===== src/rtl/alu_issue_unit.sv =====
// Issue stage feeding an 8-bit combinational ALU: reads operands from a small register
// file, presents them to the ALU for one cycle, writes the result back and reports it.
module alu_issue_unit #(
   parameter int DATA_W = 8,
   parameter int REG_AW = 2
) (
   input  logic              clk,
   input  logic              rst,
   input  logic              instr_valid,
   output logic              instr_ready,
   input  logic [2:0]        instr_op,
   input  logic [REG_AW-1:0] instr_dst,
   input  logic [REG_AW-1:0] instr_srca,
   input  logic [REG_AW-1:0] instr_srcb,
   input  logic [DATA_W-1:0] instr_imm,
   output logic [DATA_W-1:0] alu_a,
   output logic [DATA_W-1:0] alu_b,
   output logic [2:0]        alu_op,
   input  logic [DATA_W-1:0] alu_result,
   output logic              res_valid,
   output logic [DATA_W-1:0] res_data,
   output logic [REG_AW-1:0] res_dst,
   output logic              res_zero,
   input  logic [REG_AW-1:0] dbg_addr,
   output logic [DATA_W-1:0] dbg_data
);

   localparam int NREG = 2 ** REG_AW;
   localparam logic [2:0] OP_LDI = 3'b111;

   localparam logic [1:0] IDLE  = 2'd0;
   localparam logic [1:0] EXEC  = 2'd1;
   localparam logic [1:0] WRITE = 2'd2;

   logic [1:0]        state;
   logic [REG_AW-1:0] dst_q;
   logic [DATA_W-1:0] imm_q;
   logic [DATA_W-1:0] wb;
   logic [DATA_W-1:0] regfile [NREG];

   assign instr_ready = (state == IDLE);
   assign res_valid   = (state == WRITE);
   assign dbg_data    = regfile[dbg_addr];

   // alu_op doubles as the latched opcode, so LDI is recognised from it directly.
   assign wb = (alu_op == OP_LDI) ? imm_q : alu_result;

   always_ff @(posedge clk) begin
      if (rst) begin
         state    <= IDLE;
         dst_q    <= '0;
         imm_q    <= '0;
         alu_a    <= '0;
         alu_b    <= '0;
         alu_op   <= OP_LDI;
         res_data <= '0;
         res_dst  <= '0;
         res_zero <= 1'b0;
         for (int i = 0; i < NREG; i++) begin
            regfile[i] <= '0;
         end
      end else begin
         case (state)
            IDLE: begin
               if (instr_valid) begin
                  dst_q  <= instr_dst;
                  imm_q  <= instr_imm;
                  alu_a  <= regfile[instr_srca];
                  alu_b  <= regfile[instr_srcb];
                  alu_op <= instr_op;
                  state  <= EXEC;
               end
            end
            EXEC: begin
               regfile[dst_q] <= wb;
               res_data       <= wb;
               res_dst        <= dst_q;
               res_zero       <= (wb == '0);
               state          <= WRITE;
            end
            WRITE: begin
               state <= IDLE;
            end
            default: begin
               state <= IDLE;
            end
         endcase
      end
   end

endmodule


===== config.mk =====
export PLATFORM = sky130hd
export DESIGN_NAME = alu_issue_unit
export DESIGN_NICKNAME = d
export VERILOG_FILES = /design/src/rtl/alu_issue_unit.sv
export SDC_FILE = /design/constraint.sdc
export NUM_CORES = 1
export LEC_CHECK = 0
export BUFFER_PORTS_ARGS = -buffer_cell sky130_fd_sc_hd__buf_2
export CORE_UTILIZATION = 56
export CTS_CLUSTER_DIAMETER = 30
export DETAILED_ROUTE_END_ITERATION = 16
export PLACE_DENSITY_LB_ADDON = 0.12
export SLEW_MARGIN = 5
export SYNTH_ARGS = -nofsm -noshare
export SYNTH_HDL_FRONTEND = slang
export SYNTH_SLANG_ARGS = --single-unit

===== constraint.sdc =====
create_clock -name clk -period 2.6 [get_ports clk]
set_clock_uncertainty 0.1 [all_clocks]
set_input_delay 0.26 -clock clk [delete_from_list [all_inputs] [get_ports clk]]
set_output_delay 0.26 -clock clk [all_outputs]
set_load 0.05 [all_outputs]

==> Word level (Yosys, flattened, before mapping) <==
Memory sizes are Yosys's and may differ from the RTL's. A register that Yosys moved wholly into a read port is not among the register bits.
Cells that the tools add are included.
{ "classes": {"add_sub_neg": 0, "mul": 0, "div_mod_pow": 0, "magnitude_cmp": 0, "n_eq_ne": 4, "n_shift": 0, "muxes": 11, "bitwise_logic": 0, "n_reduce_logical": 4} }
{ "op_table": {"columns": ["cell", "n"], "rows": [
  ["8-bit 2-to-1 mux", 2],
  ["8-bit zero test", 1],
  ["8-bit OR reduction", 1],
  ["1-bit 2-to-1 mux", 6],
  ["2-bit 2-to-1 mux", 2],
  ["2-bit one-hot mux with 2 select lines", 1],
  ["3-bit equality test (second input constant)", 1],
  ["2-bit by 1-bit equality test with 1-bit output (second input constant)", 1],
  ["2-bit equality test (second input constant)", 1],
  ["2-bit zero test", 1],
  ["2-bit inequality test (second input constant)", 1],
  ["2-bit AND reduction", 1]
]} }
{ "word_totals": {"regBits": 26, "latch_bits": 0, "ram_bits": 32, "rom_bits": 0, "inputBits": 30, "out_inout_bits": 40, "wordCells": 27, "mem_count": 1} }
{ "mem_list": {"columns": ["name", "depth", "word_bits", "read_ports", "rd_ports_with_merged_regs", "wr", "line_no", "text"], "rows": [
  ["regfile", 4, 8, 3, 2, 4, "39", "logic [DATA_W-1:0] regfile [NREG];"]
]} }

==> Longest topological paths before layout <==
{ "depth": {"ltp_word": 6, "ltp_mapped": 6, "mapped_depth_nobuf": 5} }

==> Worst setup path before layout <==
OpenSTA, ideal clock, no wires.
{ "synth_path": {"path_type": "register to register", "from": "register alu_op[1]", "to": "memory regfile[2][7], data pin", "setup_time_ps": 268, "arrival_ps": 1369, "required_ps": 2232, "slack_ps": 862, "stages_incl_launch_ff": 5, "path_buffers": 1, "period_less_slack_ps": 1738, "cell_sequence": "dfxtp_1 -> nand3_1 -> buf_2 -> mux2i_1 -> nor2_1"} }
{ "synth_rtl": {"columns": ["element", "line_no", "text"], "rows": [
  ["start: declaration", "18", "output logic [2:0] alu_op,"],
  ["start signal: assignment", "70", "alu_op <= instr_op;"],
  ["end: declaration", "39", null]
]} }

==> qor.yml <==
routing:
  drc: 0
  wirelength_um: 7140
  drt-initial-drc-count: 143
  drtAntennaViolNets: 0
  wl_per_cell_um: 16.9
  drt_first_pass_iters: 4
  vias_per_cell: 5.57
  vias: 2351
sta:
  worst_pin_slew_ps: 997
  fin_crit_ps: 2010
  hold_slack_ps: 35.6
  drv_slew: 0
  hold_viol: 0
  fmax_ghz: 0.498
  fin_tns_setup_ps: 0
  setup_viol: 0
  relSlewSlack: 0.335
  finalCritPeriodShare: 0.772
  setup_ws_ps: 592
  rsz0062_at_grt: "false"
floorplan:
  die_w_um: 79.7
  start_util: 0.596
  design.core.area_um2: 5680
  io_pins: 70
  die_area_um2: 6360
  rows: 27
  die_h_um: 79.7
place:
  port_buffers: 69
  dp_slack_ps: 587
  hpwl_um: 5150
  place_congestion: 0.796
  dpl_cell_area_um2: 3720
clock_tree:
  clk_pin_slew_ps: 80
  cts_setup_buffers: 0
  clk_latency_ps: 330
  htree_levels: 3
  clockBufferDepth: 2
  cts_buffers: 9
  clock-sinks: 74
  cts_tree: "yes"
  cts_resized: 0
  hold_buffers: 0
  root_buffer: "clkbuf_8"
yosys:
  synth_ff_type: "dfxtp_1"
  synth_common_cells: "59 x nand2_1, 42 x dfxtp_1, 32 x edfxtp_1"
  seq_area_frac_synth: 0.532
  synth_edf_count: 32
  synth_top_area_share: 0.284
  ys.warnings.count: 0
  yosys-top-cells-area: "edfxtp_1 28%, dfxtp_1 25%, mux4_2 16%, nand2_1 6.5%, a21oi_1 3.8%"
  syn_area_um2: 3380
  async_flop_share: 0
  ys_seq_elements: 74
  synthCells: 282
  syn_avg_cell_area_um2: 12.0
  yosysMostFrequentCell: "nand2_1"
  syn_nets: 312
  yosysUniqueCellTypes: 33
  yosysTopAreaCell: "edfxtp_1"
setup_path:
  end_kind: "flip-flop"
  cp.required_ps: 2570
  startpoint: "alu_op[1]$_SDFFE_PP1P_"
  rrSetupSlack_ps: 590
  r2r_cells: 3
  crit_arrival_ps: 1980
  crit_end: "regfile[2][7]$_SDFFCE_PN0P_"
  crit_type: "flip-flop to flip-flop"
  regToRegStartpoint: "alu_op[1]$_SDFFE_PP1P_"
  reg2reg_to: "regfile[2][7]$_SDFFCE_PN0P_"
  start_kind: "flip-flop"
  worst-path-max-fanout: 10
global_route:
  gr-max-usage-layer: "met2"
  grt_max_degree: 37
  grt_antenna_before_repair: 0
  grt_pass1_wl_um: 11300
  grt_pass1_vias: 2225
  grtUsageMet2: 0.367
  grt_usage: 0.244
  use_met3: 0.0606
  global_route.overflow_total: 0
  use_met1: 0.344
final_layout:
  n_antenna_cell: 0
  seq_area_um2: 1800
  multi_input_area_um2: 1440
  area_delta_synth_final_pct: 16.7
  drive_gt1_frac: 0.363
  fin_nets: 375
  final_area_um2: 3950
  fillers: 437
power:
  ir_worst_vdd_v: 0.000502
  power_leakage_uw: 0.00162
  p_total_uw: 2800
  power.density_nw_per_um2: 708
status:
  outcome: "finished clean"
hold_path:
  hold_path_class: "primary input to flip-flop"
flow_run:
  max-cap-violations: 0
-- report_power, final --
group	switching [uW]	internal [uW]
clock network	457	549
logic	315	154
registers	46.9	1270
total	819	1980
-- area by class of cell --
type,instances,share of cell area
clock inverter,7,0.0257
inverter,1,0.00412
clock buffer,9,0.0314
sequential,74,0.456
timing repair buffer,73,0.0951
multi-input combinational,186,0.365
tap,72,0.0228
-- sequential cells by signal, indices dropped and copies added, names as in the netlist --
register  flops
alu_b         8
alu_a         8
state         2
res_zero      1
res_dst       2
dst_q         2
imm_q         8
alu_op        3
regfile      32
res_data      8
-- layer usage --
layer / part of all wire / wire, um
met3: 0.081 / 579
met1: 0.43 / 3050
met2: 0.48 / 3430
met5: 0 / 0
met4: 0.012 / 84
-- how the worst min path moves through the flow --
stage                                      from                     end  slack (ps)  cells after the start
after global placement    alu_b[7]$_SDFFE_PP0P_   alu_b[7]$_SDFFE_PP0P_         340                      2
final                               instr_op[2]  alu_op[2]$_SDFFE_PP1P_          40                      3
after global routing               instr_imm[7]   imm_q[7]$_SDFFE_PP0P_          40                      3
after floorplan                     instr_op[2]  alu_op[2]$_SDFFE_PP1P_         280                      2
after detailed placement  alu_a[7]$_SDFFE_PP0P_   alu_a[7]$_SDFFE_PP0P_         350                      2
after CTS                           instr_op[2]  alu_op[2]$_SDFFE_PP1P_          30                      3
-- worst max-delay path: stages (launching register included) --
cell and delay, ps:
dfxtp_1 350, nand3_1 480, mux2i_1 710, nor2_1 100
-- cells in the final DEF, fill, tap and decap left out, types with 2 or more instances in the layout --
master / count
clkinvlp_4: 2
nand3b_4: 2
mux2i_1: 8
nor2_2: 2
a21oi_1: 26
mux4_2: 24
nor4_1: 4
nor3_1: 4
o2bb2ai_1: 8
edfxtp_1: 32
nor2_1: 25
bufinv_16: 2
nand2_1: 59
a22o_1: 2
buf_2: 69
nor3_2: 4
nand2b_1: 3
dfxtp_1: 42
nand3b_1: 4
buf_4: 4
clkbuf_8: 9
inv_6: 2
-- logic make-up after synthesis --
kind of cell           synth area share
DFF                               0.532
AOI/OAI and AO/OA                0.0739
muxes                             0.183
buffers and inverters            0.0421
and+or+nand+nor                   0.168
-- stage by stage --
stage,cells,util
2_1_floorplan,282,-
3_3_place_gp,406,0.656
3_5_place_dp,406,0.656
4_1_cts,422,0.696
5_1_grt,422,0.696
6_report,422,0.696
(Power assumes the default switching activity.)
